--- src/rtl/spi_cmd_dispatch_pkg.sv ---
// Shared types for the SPI command dispatcher: opcodes, FSM states, fixed response words.
// Latency: n/a (types and constants only).
// Backpressure: n/a.
package spi_cmd_dispatch_pkg;

    typedef logic [15:0] word_t;

    typedef enum logic [3:0] {
        OP_NOP   = 4'h0,
        OP_WRITE = 4'h1,
        OP_READ  = 4'h2,
        OP_START = 4'h3,
        OP_CLR   = 4'h4
    } opcode_e;

    typedef enum logic [1:0] {
        ST_IDLE     = 2'd0,
        ST_EXEC     = 2'd1,
        ST_WAIT_ACK = 2'd2
    } state_e;

    localparam word_t RESP_ERR   = 16'hEEEE;
    localparam word_t RESP_START = 16'h3000;

    // Response carrying the status nibble in the low bits, opcode echoed on top.
    function automatic word_t mk_status_resp(input opcode_e op, input logic [3:0] status);
        return {op, 8'h00, status};
    endfunction

endpackage

--- src/rtl/spi_cmd_dispatch_if.sv ---
// Command/response bundle between the SPI slave, the dispatcher and the acquisition engine.
// Latency: n/a (wires only).
// Backpressure: none; cmd_rdy is a fire-and-forget pulse, start_req is held until eng_ack.
interface spi_cmd_dispatch_if;
    import spi_cmd_dispatch_pkg::*;

    word_t cmd;
    logic  cmd_rdy;
    logic  eng_ack;
    word_t resp;
    logic  resp_vld;
    logic  start_req;

    // Side that issues commands and acks (SPI slave + engine).
    modport master (
        output cmd, cmd_rdy, eng_ack,
        input  resp, resp_vld, start_req
    );

    // Dispatcher side.
    modport slave (
        input  cmd, cmd_rdy, eng_ack,
        output resp, resp_vld, start_req
    );

endinterface

--- src/rtl/spi_cmd_dispatch_fifo.sv ---
// Small synchronous FIFO buffering command words between the SPI slave and the dispatcher FSM.
// Latency: word pushed at edge k is visible on pop_dat after edge k.
// Backpressure: push while full is ignored unless a pop happens on the same edge.
module cmd_fifo #(
    parameter int DEPTH = 4,
    parameter int W     = 16
) (
    input  logic         clk,
    input  logic         rst_n,
    input  logic         push,
    input  logic [W-1:0] push_dat,
    input  logic         pop,
    output logic [W-1:0] pop_dat,
    output logic         full,
    output logic         empty
);

    localparam int PW = $clog2(DEPTH);
    localparam logic [PW-1:0] PTR_ONE  = PW'(1);
    localparam logic [PW:0]   CNT_ONE  = (PW + 1)'(1);
    localparam logic [PW:0]   CNT_FULL = (PW + 1)'(DEPTH);

    logic [W-1:0]  mem_q [DEPTH];
    logic [W-1:0]  mem_d [DEPTH];
    logic [PW-1:0] wr_ptr_q, wr_ptr_d;
    logic [PW-1:0] rd_ptr_q, rd_ptr_d;
    logic [PW:0]   cnt_q,    cnt_d;
    logic          do_push, do_pop;

    assign full    = (cnt_q == CNT_FULL);
    assign empty   = (cnt_q == '0);
    assign pop_dat = mem_q[rd_ptr_q];

    // A pop on the same edge frees the slot a push into a full FIFO needs.
    always_comb begin
        do_pop   = pop && !empty;
        do_push  = push && (!full || do_pop);
        mem_d    = mem_q;
        wr_ptr_d = wr_ptr_q;
        rd_ptr_d = rd_ptr_q;
        cnt_d    = cnt_q;
        if (do_push) begin
            mem_d[wr_ptr_q] = push_dat;
            wr_ptr_d        = wr_ptr_q + PTR_ONE;
        end
        if (do_pop) begin
            rd_ptr_d = rd_ptr_q + PTR_ONE;
        end
        if (do_push && !do_pop) begin
            cnt_d = cnt_q + CNT_ONE;
        end else if (!do_push && do_pop) begin
            cnt_d = cnt_q - CNT_ONE;
        end
    end

    // Pointer/count state; storage itself needs no reset.
    always_ff @(posedge clk) begin
        if (!rst_n) begin
            wr_ptr_q <= '0;
            rd_ptr_q <= '0;
            cnt_q    <= '0;
        end else begin
            wr_ptr_q <= wr_ptr_d;
            rd_ptr_q <= rd_ptr_d;
            cnt_q    <= cnt_d;
        end
    end

    // Storage array.
    always_ff @(posedge clk) begin
        mem_q <= mem_d;
    end

endmodule

--- src/rtl/spi_cmd_dispatch.sv ---
// Decodes buffered SPI command words, executes them on a config regfile / engine start handshake.
// Latency: cmd_rdy at edge k (idle, empty FIFO) -> resp/resp_vld at edge k+2; back-to-back one per cycle.
// Backpressure: none upstream; words arriving with the FIFO full are dropped and flagged on sticky ovf.
module spi_cmd_dispatch
    import spi_cmd_dispatch_pkg::*;
#(
    parameter int DEPTH = 4,
    parameter int NREGS = 8
) (
    input  logic               clk,
    input  logic               rst_n,
    spi_cmd_dispatch_if.slave  bus,
    output logic [NREGS*8-1:0] cfg_flat,
    output logic               ovf
);

    localparam int         AW      = (NREGS > 1) ? $clog2(NREGS) : 1;
    localparam logic [4:0] NREGS_W = 5'(NREGS);

    state_e      state_q, state_d;
    word_t       cmd_q, cmd_d;
    word_t       resp_q, resp_d;
    logic        resp_vld_q, resp_vld_d;
    logic        start_req_q, start_req_d;
    logic        ovf_q, ovf_d;
    logic        err_q, err_d;
    logic [7:0]  regs_q [NREGS];
    logic [7:0]  regs_d [NREGS];

    logic        fifo_pop;
    word_t       fifo_head;
    logic        fifo_full;
    logic        fifo_empty;

    logic [3:0]  opc;
    logic [3:0]  addr;
    logic [7:0]  data;
    logic [AW-1:0] ridx;
    logic        addr_ok;
    logic [3:0]  status4;
    logic        ovf_clr;
    logic        drop;

    cmd_fifo #(
        .DEPTH (DEPTH),
        .W     (16)
    ) u_fifo (
        .clk      (clk),
        .rst_n    (rst_n),
        .push     (bus.cmd_rdy),
        .push_dat (bus.cmd),
        .pop      (fifo_pop),
        .pop_dat  (fifo_head),
        .full     (fifo_full),
        .empty    (fifo_empty)
    );

    assign opc     = cmd_q[15:12];
    assign addr    = cmd_q[11:8];
    assign data    = cmd_q[7:0];
    assign ridx    = addr[AW-1:0];
    assign addr_ok = ({1'b0, addr} < NREGS_W);
    assign status4 = {ovf_q, err_q, fifo_full, fifo_empty};

    assign bus.resp      = resp_q;
    assign bus.resp_vld  = resp_vld_q;
    assign bus.start_req = start_req_q;
    assign ovf           = ovf_q;

    // Next-state, execution and FIFO pop decision; a command is fetched on the same edge it is popped.
    always_comb begin
        state_d     = state_q;
        cmd_d       = cmd_q;
        resp_d      = resp_q;
        resp_vld_d  = 1'b0;
        start_req_d = start_req_q;
        regs_d      = regs_q;
        err_d       = err_q;
        ovf_clr     = 1'b0;
        fifo_pop    = 1'b0;

        case (state_q)
            ST_IDLE: begin
                if (!fifo_empty) begin
                    cmd_d    = fifo_head;
                    fifo_pop = 1'b1;
                    state_d  = ST_EXEC;
                end
            end

            ST_EXEC: begin
                resp_vld_d = 1'b1;
                case (opc)
                    OP_NOP: begin
                        resp_d = mk_status_resp(OP_NOP, status4);
                    end
                    OP_WRITE: begin
                        if (addr_ok) begin
                            regs_d[ridx] = data;
                            resp_d       = cmd_q;
                        end else begin
                            resp_d = RESP_ERR;
                            err_d  = 1'b1;
                        end
                    end
                    OP_READ: begin
                        if (addr_ok) begin
                            resp_d = {OP_READ, addr, regs_q[ridx]};
                        end else begin
                            resp_d = RESP_ERR;
                            err_d  = 1'b1;
                        end
                    end
                    OP_START: begin
                        // Response for START is deferred until the engine acks.
                        resp_vld_d  = 1'b0;
                        start_req_d = 1'b1;
                    end
                    OP_CLR: begin
                        resp_d  = mk_status_resp(OP_CLR, status4);
                        ovf_clr = 1'b1;
                        err_d   = 1'b0;
                    end
                    default: begin
                        resp_d = RESP_ERR;
                        err_d  = 1'b1;
                    end
                endcase

                if (opc == OP_START) begin
                    state_d = ST_WAIT_ACK;
                end else if (!fifo_empty) begin
                    cmd_d    = fifo_head;
                    fifo_pop = 1'b1;
                    state_d  = ST_EXEC;
                end else begin
                    state_d = ST_IDLE;
                end
            end

            ST_WAIT_ACK: begin
                if (bus.eng_ack) begin
                    start_req_d = 1'b0;
                    resp_d      = RESP_START;
                    resp_vld_d  = 1'b1;
                    state_d     = ST_IDLE;
                end
            end

            default: begin
                state_d = ST_IDLE;
            end
        endcase

        // A fresh drop outranks a CLR executing on the same edge.
        drop  = bus.cmd_rdy && fifo_full && !fifo_pop;
        ovf_d = (ovf_q && !ovf_clr) || drop;
    end

    // Control and datapath registers; reset overrides every event on the edge.
    always_ff @(posedge clk) begin
        if (!rst_n) begin
            state_q     <= ST_IDLE;
            cmd_q       <= '0;
            resp_q      <= '0;
            resp_vld_q  <= 1'b0;
            start_req_q <= 1'b0;
            ovf_q       <= 1'b0;
            err_q       <= 1'b0;
            for (int i = 0; i < NREGS; i++) begin
                regs_q[i] <= '0;
            end
        end else begin
            state_q     <= state_d;
            cmd_q       <= cmd_d;
            resp_q      <= resp_d;
            resp_vld_q  <= resp_vld_d;
            start_req_q <= start_req_d;
            ovf_q       <= ovf_d;
            err_q       <= err_d;
            regs_q      <= regs_d;
        end
    end

    // Flatten the register file onto the config bus, reg i at byte i.
    always_comb begin
        cfg_flat = '0;
        for (int i = 0; i < NREGS; i++) begin
            cfg_flat[i*8 +: 8] = regs_q[i];
        end
    end

endmodule
--- src/flat_wrapper.sv ---
// flat-port wrapper written by rule: the top's interface ports become plain ports
module spi_cmd_dispatch_flat import spi_cmd_dispatch_pkg::*;
#(
    parameter int DEPTH = 4,
    parameter int NREGS = 8
)
  (clk, rst_n, cfg_flat, ovf, bus_cmd, bus_cmd_rdy, bus_eng_ack, bus_resp, bus_resp_vld, bus_start_req);
  spi_cmd_dispatch_if bus_i ();
  input  logic clk;
  input  logic rst_n;
  output logic [NREGS*8-1:0] cfg_flat;
  output logic ovf;
  input wire logic [$bits(bus_i.cmd)-1:0] bus_cmd;
  input wire logic [$bits(bus_i.cmd_rdy)-1:0] bus_cmd_rdy;
  input wire logic [$bits(bus_i.eng_ack)-1:0] bus_eng_ack;
  output wire logic [$bits(bus_i.resp)-1:0] bus_resp;
  output wire logic [$bits(bus_i.resp_vld)-1:0] bus_resp_vld;
  output wire logic [$bits(bus_i.start_req)-1:0] bus_start_req;
  assign bus_i.cmd = bus_cmd;
  assign bus_i.cmd_rdy = bus_cmd_rdy;
  assign bus_i.eng_ack = bus_eng_ack;
  assign bus_resp = bus_i.resp;
  assign bus_resp_vld = bus_i.resp_vld;
  assign bus_start_req = bus_i.start_req;
  spi_cmd_dispatch #(.DEPTH(DEPTH), .NREGS(NREGS)) u_core (.clk(clk), .rst_n(rst_n), .bus(bus_i), .cfg_flat(cfg_flat), .ovf(ovf));
endmodule
--- config.mk ---
export PLATFORM = sky130hd
export DESIGN_NAME = spi_cmd_dispatch_flat
export DESIGN_NICKNAME = d
export VERILOG_FILES = /design/src/rtl/spi_cmd_dispatch_pkg.sv /design/src/rtl/spi_cmd_dispatch_if.sv /design/src/rtl/spi_cmd_dispatch_fifo.sv /design/src/rtl/spi_cmd_dispatch.sv /design/src/flat_wrapper.sv
export SDC_FILE = /design/constraint.sdc
export NUM_CORES = 1
export LEC_CHECK = 0
export ABC_AREA = 1
export CAP_MARGIN = 20
export CORE_UTILIZATION = 40
export DETAILED_ROUTE_END_ITERATION = 7
export HOLD_SLACK_MARGIN = 0.02
export SYNTH_ARGS = -nofsm -noshare
export SYNTH_HDL_FRONTEND = slang
export SYNTH_SLANG_ARGS = --single-unit
--- constraint.sdc ---
create_clock -name clk -period 5.11 [get_ports clk]
set_clock_uncertainty 0.1 [all_clocks]
set_input_delay 1.022 -clock clk [delete_from_list [all_inputs] [get_ports clk]]
set_output_delay 1.022 -clock clk [all_outputs]
set_load 0.005 [all_outputs]
==> impl_metrics.sql, run 1 <==
INSERT INTO impl_metrics (metric_group, metric, value, unit) VALUES
('critical_path', 'cp_common_cell', 'sky130_fd_sc_hd__nand2_1', ''),
('floorplanning', 'placementRows', '49', ''),
('place', 'buffer_ports.inserted', '102', ''),
('power', 'switching_power', '1.56', 'mW'),
('timing', 'final.setup.tns', '0', 'ns'),
('critical_path', 'crit_path_max_fanout', '7', ''),
('critical_path', 'reg2regPathDepth', '15', ''),
('critical_path', 'timing.critical_path.from_type', 'flip-flop', ''),
('synth', 'synth-edff-count', '64', ''),
('critical_path', 'criticalPathCategory', 'flip-flop to flip-flop', ''),
('cts', 'cts_resized', '0', ''),
('synth', 'avgSynthCellArea', '8.49', 'sq um'),
('timing', 'max_slew_headroom', '27.2', '%'),
('timing', 'finalHoldViolCount', '0', ''),
('synth', 'netlist_area', '0.00734', 'sq mm'),
('synth', 'postSynth.asyncResetShare', '0', '%'),
('timing', 'clock.fmax', '354', 'MHz'),
('synth', 'adder_cell_share_of_the_synthesized_area', '1.64', '%'),
('timing', 'rsz0062_at_grt', 'false', ''),
('synth', 'synth_top_flop_cell', 'sky130_fd_sc_hd__dfxtp_1', ''),
('floorplanning', 'ioPinCount', '103', ''),
('final_layout', 'num-fill-cells', '1739', ''),
('timing', 'endpoints_failing_setup', '0', ''),
('floorplanning', 'fp.dieW', '137', 'um'),
('synth', 'total_nets_after_synthesis', '893', ''),
('timing', 'finalWorstSetupSlack', '2.28', 'ns'),
('timing', 'finalCritPeriodShare', '55.3', '%'),
('critical_path', 'cpLargestDelayFamily', 'adder cells', ''),
('synth', 'synth_simple_gate_area_share', '20.0', '%'),
('detailed_routing', 'drt_drc_violations_left', '0', ''),
('global_route', 'grt_pass1_wl', '30.5', 'mm'),
('synth', 'synthMostInstantiatedCell', 'sky130_fd_sc_hd__nand2_1', ''),
('global_route', 'grt_start_max_net_pins', '77', ''),
('critical_path', 'worst_path_largest_cell_delay', '0.37', 'ns'),
('cts', 'cell_at_the_root_of_the_clock_tree', 'sky130_fd_sc_hd__clkbuf_16', ''),
('critical_path', 'worst_ep_arrival_time', '3.04', 'ns'),
('synth', 'synth-compound-area-share', '16.4', '%'),
('synth', 'synth.distinct_cells', '32', ''),
('cts', 'number_of_buffers_created_by_cts', '17', ''),
('critical_path', 'critical_path.reg2reg.endpoint', 'u_core.u_fifo.cnt_q[2]', ''),
('floorplanning', 'initial_core_util', '40.8', '%'),
('cts', 'clkSinkCount', '173', ''),
('outcome', 'outcome', 'completed', ''),
('floorplanning', 'chipHeight', '137', 'um'),
('power', 'comb_power_share', '29.6', '%'),
('place', 'dpl.hpwl', '13.5', 'mm'),
('detailed_routing', 'ant_nets', '0', ''),
('synth', 'synth.largest_area_cell', 'sky130_fd_sc_hd__dfxtp_1', ''),
('critical_path', 'worst-endpoint-required', '5.33', 'ns'),
('cts', 'tritoncts', 'yes', ''),
('final_layout', 'numnets_final', '975', ''),
('critical_path', 'worstPathBufferInverterCount', '3', ''),
('synth', 'synth-seq-cells', '173', ''),
('synth', 'netlist_instances', '864', ''),
('timing', 'timing.final.max_slew_violations', '0', ''),
('detailed_routing', 'route.detailed.vias_per_inst', '5.06', ''),
('timing', 'min_period', '2.83', 'ns'),
('power', 'internal-power', '2.68', 'mW'),
('critical_path', 'critical_path.endpoint', 'u_core.u_fifo.cnt_q[2]', ''),
('cts', 'clock_insertion_delay_worst_skew', '0.43', 'ns'),
('critical_path', 'crit_chain', 'inv_1 > ha_1 > nand2_1 > nand2_1 > nand2_1 > nand2_1 > nand2_1 > inv_1 > ha_1 > inv_1 > fa_1 > a21oi_1 > o21ai_0 > o21ai_0 > a21oi_1', ''),
('synth', 'synth_top_family_by_area', 'simple AND/OR/NAND/NOR gates', ''),
('hold_path', 'min_path_type', 'flip-flop to flip-flop', ''),
('synth', 'synth_top_cells_by_area', 'sky130_fd_sc_hd__dfxtp_1, sky130_fd_sc_hd__edfxtp_1, sky130_fd_sc_hd__nand2_1, sky130_fd_sc_hd__o21ai_0, sky130_fd_sc_hd__nor2_1', ''),
('synth', 'synth_warnings', '0', ''),
('detailed_routing', 'post_drt_wl_per_cell', '16.4', 'um'),
('cts', 'max-clock-path-buffers', '2', ''),
('synth', 'synth-xor-area-share', '0.119', '%'),
('critical_path', 'critical-path-slowest-cell', 'sky130_fd_sc_hd__fa_1', ''),
('synth', 'synth.cells.most_frequent', 'sky130_fd_sc_hd__nand2_1, sky130_fd_sc_hd__nor2_1, sky130_fd_sc_hd__o21ai_0, sky130_fd_sc_hd__dfxtp_1, sky130_fd_sc_hd__a21oi_1', ''),
('timing', 'worst_slew_pin_slew', '1.09', 'ns');
==> power by group through the flow <==
stage / logic (mW) / registers [mW] / clock network (mW)
4_1_cts: 1.26 / 1.77 / 1.24
5_1_grt: 1.43 / 1.79 / 1.30
2_1_floorplan: 0.901 / 1.72 / 0
3_3_place_gp: 1.24 / 1.79 / 0
6_report: 1.25 / 1.77 / 1.22
3_5_place_dp: 1.25 / 1.80 / 0
==> routing by layer <==
| metal | GRT usage [%] | wire, um |
|---|---|---|
| met1 | 28.7 | 9000 |
| met2 | 34.9 | 9100 |
| met3 | 3.86 | 932 |
| met4 | 8.61 | 406 |
| met5 | 0 | 0 |
==> worst min-delay path by stage <==
| stage | endpoint | cells after the start | slack (ns) | from |
|---|---|---|---|---|
| floorplan | u_core.err_q | 2 | 0.33 | u_core.err_q |
| CTS | u_core.bus.resp[15] | 2 | 0.37 | u_core.bus.resp[15] |
| finish | u_core.bus.resp[1] | 2 | 0.37 | u_core.bus.resp[1] |
| global route | u_core.bus.resp[2] | 2 | 0.39 | u_core.bus.resp[2] |
| detailed placement | u_core.bus.resp[15] | 2 | 0.36 | u_core.bus.resp[15] |
| global placement | u_core.bus.resp[1] | 2 | 0.35 | u_core.bus.resp[1] |
==> layout by cell type (no fill, tap or decap), types with 3 or more instances in the layout <==
cell type,synthesis,routed
sky130_fd_sc_hd__clkdlybuf4s50_1,0,101
sky130_fd_sc_hd__clkinvlp_4,0,3
sky130_fd_sc_hd__nand2_1,185,185
sky130_fd_sc_hd__o21ai_0,113,113
sky130_fd_sc_hd__nor2_4,7,7
sky130_fd_sc_hd__buf_4,2,7
sky130_fd_sc_hd__nor2_1,115,115
sky130_fd_sc_hd__a211oi_1,17,17
sky130_fd_sc_hd__clkinv_4,0,3
sky130_fd_sc_hd__o21ai_1,4,4
sky130_fd_sc_hd__clkinv_2,0,3
sky130_fd_sc_hd__edfxtp_1,64,64
sky130_fd_sc_hd__nor3_1,5,5
sky130_fd_sc_hd__nand3_1,22,22
sky130_fd_sc_hd__a21oi_1,70,70
sky130_fd_sc_hd__inv_1,59,59
sky130_fd_sc_hd__nand4_1,7,7
sky130_fd_sc_hd__ha_1,8,8
sky130_fd_sc_hd__clkbuf_16,0,17
sky130_fd_sc_hd__dfxtp_1,109,109
sky130_fd_sc_hd__a31oi_1,18,18
==> per-stage QoR <==
stage               std cells  cell area [sq um]  hold WS, ns  util (%)
floorplan                 864               7340        0.334         -
global placement         1156               8480        0.352      47.2
global route             1188               9030        0.388      50.3
detailed placement       1156               8480        0.360      47.2
CTS                      1188               9030        0.368      50.3
finish                   1188               9030        0.367      50.3
==> cells by family after synthesis <==
group           Yosys count
simple gates            348
compound gates          226
flops                   173
buf+inv                 107
fa+ha+maj                 9
xor+xnor                  1
==> flip-flops by register name, summed over array words and instances, names as in the netlist, 2 cells and up <==
signal / flops
u_core.state_q: 2
u_core.u_fifo.wr_ptr_q: 2
u_core.cfg_flat: 64
u_core.bus.resp: 16
u_core.cmd_q: 16
u_core.u_fifo.cnt_q: 3
u_core.u_fifo.rd_ptr_q: 2
u_core.u_fifo.mem_q: 64
==> tightest hold or removal path, cell delays in order (launching register included) <==
cell and delay [ns]:
sky130_fd_sc_hd__dfxtp_1 0.31, sky130_fd_sc_hd__nand2_1 0.06, sky130_fd_sc_hd__a21oi_1 0.05
==> cell type report <==
class                           count  area share, %
Clock inverter                     13           1.30
Inverter                           61           2.53
Sequential cell                   173           45.4
Tap cell                          229           3.17
Clock buffer                       19           4.79
Multi-Input combinational cell    584           31.0
Timing Repair Buffer              109           11.8
Power figures use the tool's default switching activity.
==> run 2: changes to the inputs <==
==> constraint.sdc (replaced) <==
create_clock -name clk -period 2.3 [get_ports clk]
set_clock_uncertainty 0.1 [all_clocks]
set_input_delay 0.46 -clock clk [delete_from_list [all_inputs] [get_ports clk]]
set_output_delay 0.46 -clock clk [all_outputs]
set_load 0.005 [all_outputs]
==> run 2 against run 1 <==
Against the previous run: fmax up 31%; critical path depth unchanged; register-to-register slack worse by 2.1 ns; die area unchanged; highest routed layer unchanged; final cell count up 2.0%; wire length up 1.5%; critical endpoint unchanged; clock power up 120%; clock-buffer cell count unchanged; via count up 2.7%; critical path type unchanged; worst hold slack worse by 0.0028 ns.
==> impl_metrics.sql, run 2 (synthesis gave the netlist of run 1 again) <==
INSERT INTO impl_metrics (metric_group, metric, value, unit) VALUES
('cts', 'max-clock-path-buffers', '2', ''),
('global_route', 'grt_pass1_wl', '30.6', 'mm'),
('place', 'buffer_ports.inserted', '102', ''),
('hold_path', 'min_from', 'u_core.cfg_flat[9]', ''),
('detailed_routing', 'post_drt_wl_per_cell', '16.3', 'um'),
('floorplanning', 'ioPinCount', '103', ''),
('critical_path', 'worst_ep_arrival_time', '2.38', 'ns'),
('power', 'report.power.total', '9.70', 'mW'),
('floorplanning', 'chipHeight', '137', 'um'),
('detailed_routing', 'drt_drc_violations_left', '0', ''),
('timing', 'clock.fmax', '463', 'MHz'),
('critical_path', 'critical_path.reg2reg.endpoint', 'u_core.u_fifo.cnt_q[2]', ''),
('timing', 'worst_slew_pin_slew', '0.882', 'ns'),
('cts', 'clock_transition_at_the_register_clock_pins_on_the_worst_setup_and_hold_paths_after_cts', '0.07', 'ns'),
('final_layout', 'num-fill-cells', '1720', ''),
('global_route', 'grt_util_all_layers', '21.9', '%'),
('final_layout', 'finish.cell_count_without_fillers', '1212', ''),
('final_layout', 'final_layout_size_suffix_gt1_share', '8.85', '%'),
('global_route', 'global_route.overflow_total', '0', ''),
('timing', 'finalWorstSetupSlack', '0.142', 'ns'),
('floorplanning', 'initial_core_util', '40.8', '%'),
('timing', 'endpoints_failing_setup', '0', ''),
('cts', 'clkSinkCount', '173', ''),
('final_layout', 'antenna-diode-count', '0', ''),
('place', 'post-place-cells', '1180', ''),
('cts', 'tritoncts', 'yes', ''),
('cts', 'cts.repair_timing.setup_buffer_count', '0', ''),
('timing', 'finalHoldViolCount', '0', ''),
('final_layout', 'final_common_cell', 'sky130_fd_sc_hd__nand2_1', ''),
('power', 'pwr_density_cell', '1050', 'mW/mm^2'),
('timing', 'max_slew_headroom', '41.1', '%'),
('cts', 'cts_htree_levels', '4', ''),
('timing', 'finalCritPeriodShare', '93.8', '%'),
('critical_path', 'criticalPathCategory', 'flip-flop to flip-flop', ''),
('global_route', 'initial_antenna_violation_count', '0', ''),
('detailed_routing', 'ant_nets', '0', ''),
('critical_path', 'crit_path_max_fanout', '3', ''),
('place', 'dpl.hpwl', '13.4', 'mm'),
('final_layout', 'area.growth.synth_to_final', '26.2', '%'),
('critical_path', 'r2r_setup_slk', '0.14', 'ns'),
('cts', 'cts_resized', '0', ''),
('floorplanning', 'fp.dieW', '137', 'um'),
('critical_path', 'worst-endpoint-required', '2.52', 'ns'),
('cts', 'number_of_buffers_created_by_cts', '17', ''),
('outcome', 'outcome', 'completed', ''),
('power', 'max-vdd-ir-drop', '560', 'uV'),
('critical_path', 'timing.rr.start', 'u_core.state_q[0]', ''),
('cts', 'cts_hold_repair.buffers', '0', ''),
('final_layout', 'most_used_cells_in_the_layout_excluding_fill_and_tap_cells', 'sky130_fd_sc_hd__nand2_1, sky130_fd_sc_hd__nor2_1, sky130_fd_sc_hd__o21ai_0', ''),
('final_layout', 'numnets_final', '999', ''),
('hold_path', 'hold_path_depth', '2', ''),
('timing', 'timing.final.max_slew_violations', '0', ''),
('detailed_routing', 'drt_first_pass_iters', '5', ''),
('floorplanning', 'core_area', '0.0180', 'sq mm'),
('detailed_routing', 'route.detailed.vias_per_inst', '5.10', ''),
('critical_path', 'timing.critical_path.from_type', 'flip-flop', ''),
('detailed_routing', 'drt-total-wl', '19.7', 'mm'),
('flow_run', 'cap_violations', '0', ''),
('hold_path', 'min_path_type', 'flip-flop to flip-flop', ''),
('detailed_routing', 'vias', '6180', ''),
('detailed_routing', 'initialDrtViolationCount', '416', ''),
('place', 'gp_routability_congestion', '0.866', ''),
('floorplanning', 'die_area', '0.0189', 'sq mm'),
('floorplanning', 'placementRows', '49', ''),
('critical_path', 'critPathCaptureType', 'flip-flop', ''),
('cts', 'cell_at_the_root_of_the_clock_tree', 'sky130_fd_sc_hd__clkbuf_16', ''),
('power', 'cellLeakagePower', '3.59', 'nW'),
('critical_path', 'reg2regPathDepth', '15', ''),
('global_route', 'grt_start_max_net_pins', '44', ''),
('hold_path', 'min_to', 'u_core.cfg_flat[9]', ''),
('place', 'preCtsSetupSlack', '-0.0479', 'ns'),
('timing', 'min_period', '2.16', 'ns'),
('cts', 'clock_insertion_delay_worst_skew', '0.43', 'ns'),
('global_route', 'grt_pass1_vias', '5667', '');
==> run 2: worst max-delay path by stage <==
| stage | startpoint | to | cells past startpoint |
|---|---|---|---|
| floorplan | u_core.cmd_q[15] | u_core.u_fifo.cnt_q[2] | 15 |
| global placement | bus_cmd_rdy | u_core.u_fifo.cnt_q[2] | 10 |
| CTS | u_core.state_q[0] | u_core.u_fifo.cnt_q[2] | 15 |
| detailed placement | bus_cmd_rdy | u_core.u_fifo.cnt_q[2] | 10 |
| global route | u_core.cmd_q[15] | u_core.u_fifo.cnt_q[1] | 13 |
| finish | u_core.state_q[0] | u_core.u_fifo.cnt_q[2] | 15 |
==> run 2: critical path, stage by stage, from the launching register on <==
cell and delay, ns:
sky130_fd_sc_hd__dfxtp_4 0.36, sky130_fd_sc_hd__inv_2 0.06, sky130_fd_sc_hd__ha_2 0.17, sky130_fd_sc_hd__inv_1 0.05
sky130_fd_sc_hd__nand2_1 0.06, sky130_fd_sc_hd__nand2_1 0.08, sky130_fd_sc_hd__nand2_1 0.08, sky130_fd_sc_hd__nand2_1 0.07
sky130_fd_sc_hd__inv_2 0.06, sky130_fd_sc_hd__ha_1 0.13, sky130_fd_sc_hd__inv_1 0.06, sky130_fd_sc_hd__fa_2 0.34
sky130_fd_sc_hd__a21oi_1 0.15, sky130_fd_sc_hd__o21ai_1 0.10, sky130_fd_sc_hd__o21ai_1 0.12, sky130_fd_sc_hd__a21oi_1 0.05
==> run 2: area by class of cell <==
cell class | instances | area (sq um) | share of cell area [%]
Tap cell | 229 | 287 | 3.09
Timing Repair Buffer | 133 | 1270 | 13.8
Clock inverter | 13 | 91.3 | 0.986
Sequential cell | 173 | 4110 | 44.4
Clock buffer | 19 | 453 | 4.89
Inverter | 61 | 229 | 2.47
Multi-Input combinational cell | 584 | 2820 | 30.4
==> run 2: layer usage <==
layer  part of all wire (%)  up-vias  GRT usage, %
met5                      0        -             0
met4                    2.0        0          8.79
met3                    4.5       27          4.08
met2                     47      171          34.5
met1                     47     2868          29.6
li1                       -     3114             -
==> run 2: per-stage QoR <==
stage | hold slack [ns] | setup TNS (ns) | util (%) | instance area [sq um]
after global placement | 0.351 | -0.0233 | 48.5 | 8710
after CTS | 0.367 | 0 | 51.5 | 9250
after global routing | 0.386 | -0.00723 | 51.5 | 9260
after floorplan | 0.334 | 0 | - | 7350
final | 0.364 | 0 | 51.5 | 9260
after detailed placement | 0.357 | -0.0479 | 48.5 | 8710
==> run 2: where the power goes <==
| group | switching, mW | internal, mW | total [mW] |
|---|---|---|---|
| combinational | 2.05 | 1.11 | 3.16 |
| sequential | 0.291 | 3.58 | 3.87 |
| clock | 1.23 | 1.44 | 2.67 |
==> run 3: changes to the inputs <==
--- a/config.mk
+++ b/config.mk
@@ -7,9 +7,10 @@
 export LEC_CHECK = 0
 export ABC_AREA = 1
 export CAP_MARGIN = 20
-export CORE_UTILIZATION = 40
+export CORE_UTILIZATION = 45
 export DETAILED_ROUTE_END_ITERATION = 7
 export HOLD_SLACK_MARGIN = 0.02
+export PLACE_DENSITY = 0.7
 export SYNTH_ARGS = -nofsm -noshare
 export SYNTH_HDL_FRONTEND = slang
 export SYNTH_SLANG_ARGS = --single-unit
==> run 3 against run 2 <==
Against the previous run: sequential share of layout area shrank 0.11 points; sequential power hardly changed; combinational power shrank 2%; critical path depth unchanged; wire length fell by 3.3%; die area fell by 11%; final cell count down 1.2%; largest cell class unchanged; largest power group unchanged; highest routed layer unchanged.
==> impl_metrics.sql, run 3 (synthesis gave the netlist of run 1 again) <==
INSERT INTO impl_metrics (metric_group, metric, value, unit) VALUES
('outcome', 'outcome', 'completed', ''),
('place', 'post-place-cells', '1167', ''),
('power', 'internal-power', '6.40', 'mW'),
('timing', 'finalHoldViolCount', '0', ''),
('final_layout', 'finish.cell_count_without_fillers', '1198', ''),
('timing', 'max_slew_headroom', '55.9', '%'),
('cts', 'clock_insertion_delay_worst_skew', '0.43', 'ns'),
('floorplanning', 'core_area', '0.0159', 'sq mm'),
('cts', 'cts_htree_levels', '4', ''),
('detailed_routing', 'drt_first_pass_iters', '5', ''),
('detailed_routing', 'drt-total-wl', '19.1', 'mm'),
('place', 'preCtsSetupSlack', '-0.0269', 'ns'),
('power', 'max-vdd-ir-drop', '682', 'uV'),
('global_route', 'grt_start_max_net_pins', '46', ''),
('global_route', 'grt_pass1_vias', '5689', ''),
('place', 'gp_routability_congestion', '0.909', ''),
('flow_run', 'cap_violations', '0', ''),
('cts', 'cell_at_the_root_of_the_clock_tree', 'sky130_fd_sc_hd__clkbuf_16', ''),
('cts', 'number_of_buffers_created_by_cts', '17', ''),
('power', 'share_clk_of_total_power', '29.2', '%'),
('floorplanning', 'die_area', '0.0168', 'sq mm'),
('global_route', 'initial_antenna_violation_count', '0', ''),
('power', 'sequentialPowerShare', '39.3', '%'),
('final_layout', 'finalCoreUtilization', '58.4', '%'),
('place', 'dpl.hpwl', '13.1', 'mm'),
('power', 'comb_power_share', '31.4', '%'),
('floorplanning', 'initial_core_util', '46.2', '%'),
('timing', 'worst_slew_pin_slew', '0.660', 'ns'),
('power', 'report.power.total', '9.88', 'mW'),
('final_layout', 'register_area', '0.00411', 'sq mm'),
('power', 'cellLeakagePower', '3.62', 'nW'),
('timing', 'hold_slack', '0.361', 'ns'),
('timing', 'finalWorstSetupSlack', '0.147', 'ns'),
('global_route', 'grt_util_all_layers', '23.6', '%'),
('final_layout', 'layout.cell_area.non_filler', '0.00928', 'sq mm'),
('floorplanning', 'fp.dieW', '130', 'um'),
('cts', 'clkSinkCount', '173', ''),
('detailed_routing', 'post_drt_wl_per_cell', '15.9', 'um'),
('cts', 'tritoncts', 'yes', ''),
('cts', 'cts.repair_timing.setup_buffer_count', '0', ''),
('global_route', 'grt_pass1_wl', '29.9', 'mm'),
('timing', 'final.setup.tns', '0', 'ns'),
('critical_path', 'crit_chain', 'inv_2 > ha_2 > inv_1 > nand2_1 > nand2_2 > nand2_1 > nand2_1 > inv_1 > ha_1 > inv_1 > fa_1 > a21oi_1 > o21ai_1 > o21ai_1 > a21oi_1', ''),
('floorplanning', 'placementRows', '46', ''),
('critical_path', 'worst_ep_arrival_time', '2.37', 'ns'),
('final_layout', 'final_layout_size_suffix_gt1_share', '8.45', '%'),
('detailed_routing', 'ant_nets', '0', ''),
('critical_path', 'worst_path_largest_cell_delay', '0.38', 'ns'),
('global_route', 'global_route.overflow_total', '0', ''),
('cts', 'clock_transition_at_the_register_clock_pins_on_the_worst_setup_and_hold_paths_after_cts', '0.06', 'ns'),
('power', 'switching_power', '3.47', 'mW'),
('timing', 'finalCritPeriodShare', '93.6', '%'),
('timing', 'endpoints_failing_setup', '0', ''),
('timing', 'timing.final.max_slew_violations', '0', ''),
('cts', 'max-clock-path-buffers', '2', ''),
('final_layout', 'numnets_final', '999', ''),
('power', 'power.switching_fraction', '35.2', '%'),
('timing', 'clock.fmax', '464', 'MHz'),
('critical_path', 'worst-endpoint-required', '2.51', 'ns'),
('critical_path', 'crit_path_max_fanout', '3', ''),
('critical_path', 'criticalPathCategory', 'flip-flop to flip-flop', ''),
('critical_path', 'critical-path-slowest-cell', 'sky130_fd_sc_hd__fa_1', ''),
('detailed_routing', 'initialDrtViolationCount', '377', ''),
('detailed_routing', 'vias', '6256', ''),
('timing', 'min_period', '2.15', 'ns'),
('detailed_routing', 'route.detailed.vias_per_inst', '5.22', ''),
('final_layout', 'most_used_cells_in_the_layout_excluding_fill_and_tap_cells', 'sky130_fd_sc_hd__nand2_1, sky130_fd_sc_hd__nor2_1, sky130_fd_sc_hd__o21ai_0', ''),
('final_layout', 'area.growth.synth_to_final', '26.4', '%'),
('floorplanning', 'chipHeight', '130', 'um'),
('final_layout', 'final_common_cell', 'sky130_fd_sc_hd__nand2_1', ''),
('floorplanning', 'ioPinCount', '103', ''),
('detailed_routing', 'drt_drc_violations_left', '0', ''),
('place', 'buffer_ports.inserted', '102', ''),
('final_layout', 'num-fill-cells', '1431', ''),
('power', 'pwr_density_cell', '1060', 'mW/mm^2'),
('cts', 'cts_hold_repair.buffers', '0', ''),
('final_layout', 'antenna-diode-count', '0', ''),
('critical_path', 'critPathCaptureType', 'flip-flop', ''),
('timing', 'rsz0062_at_grt', 'false', ''),
('critical_path', 'timing.critical_path.from_type', 'flip-flop', ''),
('place', 'placed_cell_area', '0.00869', 'sq mm'),
('hold_path', 'min_path_type', 'flip-flop to flip-flop', ''),
('final_layout', 'multi_input_area', '0.00282', 'sq mm');
[run 3: area by class of cell]
class,count,share of cell area (%)
sequential,173,44.3
multi-input combinational,584,30.4
timing repair buffer,133,13.7
clock buffer,24,5.00
tap,216,2.91
inverter,61,2.47
clock inverter,7,1.25
[run 3: worst max-delay path, delay by kind of cell, from the launching register on]
| family | cells | cell delay [ns] |
|---|---|---|
| buffers and inverters | 4 | 0.27 |
| adder cells (fa/ha/maj) | 3 | 0.70 |
| AND/OR/NAND/NOR | 4 | 0.25 |
| AO/OA/AOI/OAI | 4 | 0.39 |
| flip-flops | 1 | 0.32 |
[run 3: path summary, 6_finish.rpt]
kind	from	end	slack (ns)	cells past startpoint
worst max register to register	u_core.state_q[1]	u_core.u_fifo.cnt_q[2]	0.15	15
worst min register to register	u_core.bus.resp[3]	u_core.bus.resp[3]	0.36	2
worst max-delay path	u_core.state_q[1]	u_core.u_fifo.cnt_q[2]	0.15	15
worst min-delay path	u_core.bus.resp[3]	u_core.bus.resp[3]	0.36	2
[run 3: layer usage]
layer / GRT usage, % / part of all wire [%] / up-vias
li1: - / - / 3123
met1: 30.3 / 44 / 2905
met2: 39.9 / 48 / 197
met3: 3.49 / 5.7 / 31
met4: 9.64 / 2.1 / 0
met5: 0 / 0 / -
[run 3: power by group through the flow]
stage / registers [mW] / logic (mW) / clock network, mW
floorplan: 3.82 / 2.02 / 0
global placement: 3.92 / 3.02 / 0
detailed placement: 3.94 / 3.04 / 0
CTS: 3.88 / 3.07 / 2.90
global route: 3.93 / 3.48 / 3.01
finish: 3.89 / 3.11 / 2.89
[run 3: repair_timing]
item | in CTS | in global routing
endpoints found under the hold margin | 0 | 0
setup endpoints to repair | 0 | 2
gates resized for setup | 0 | 7
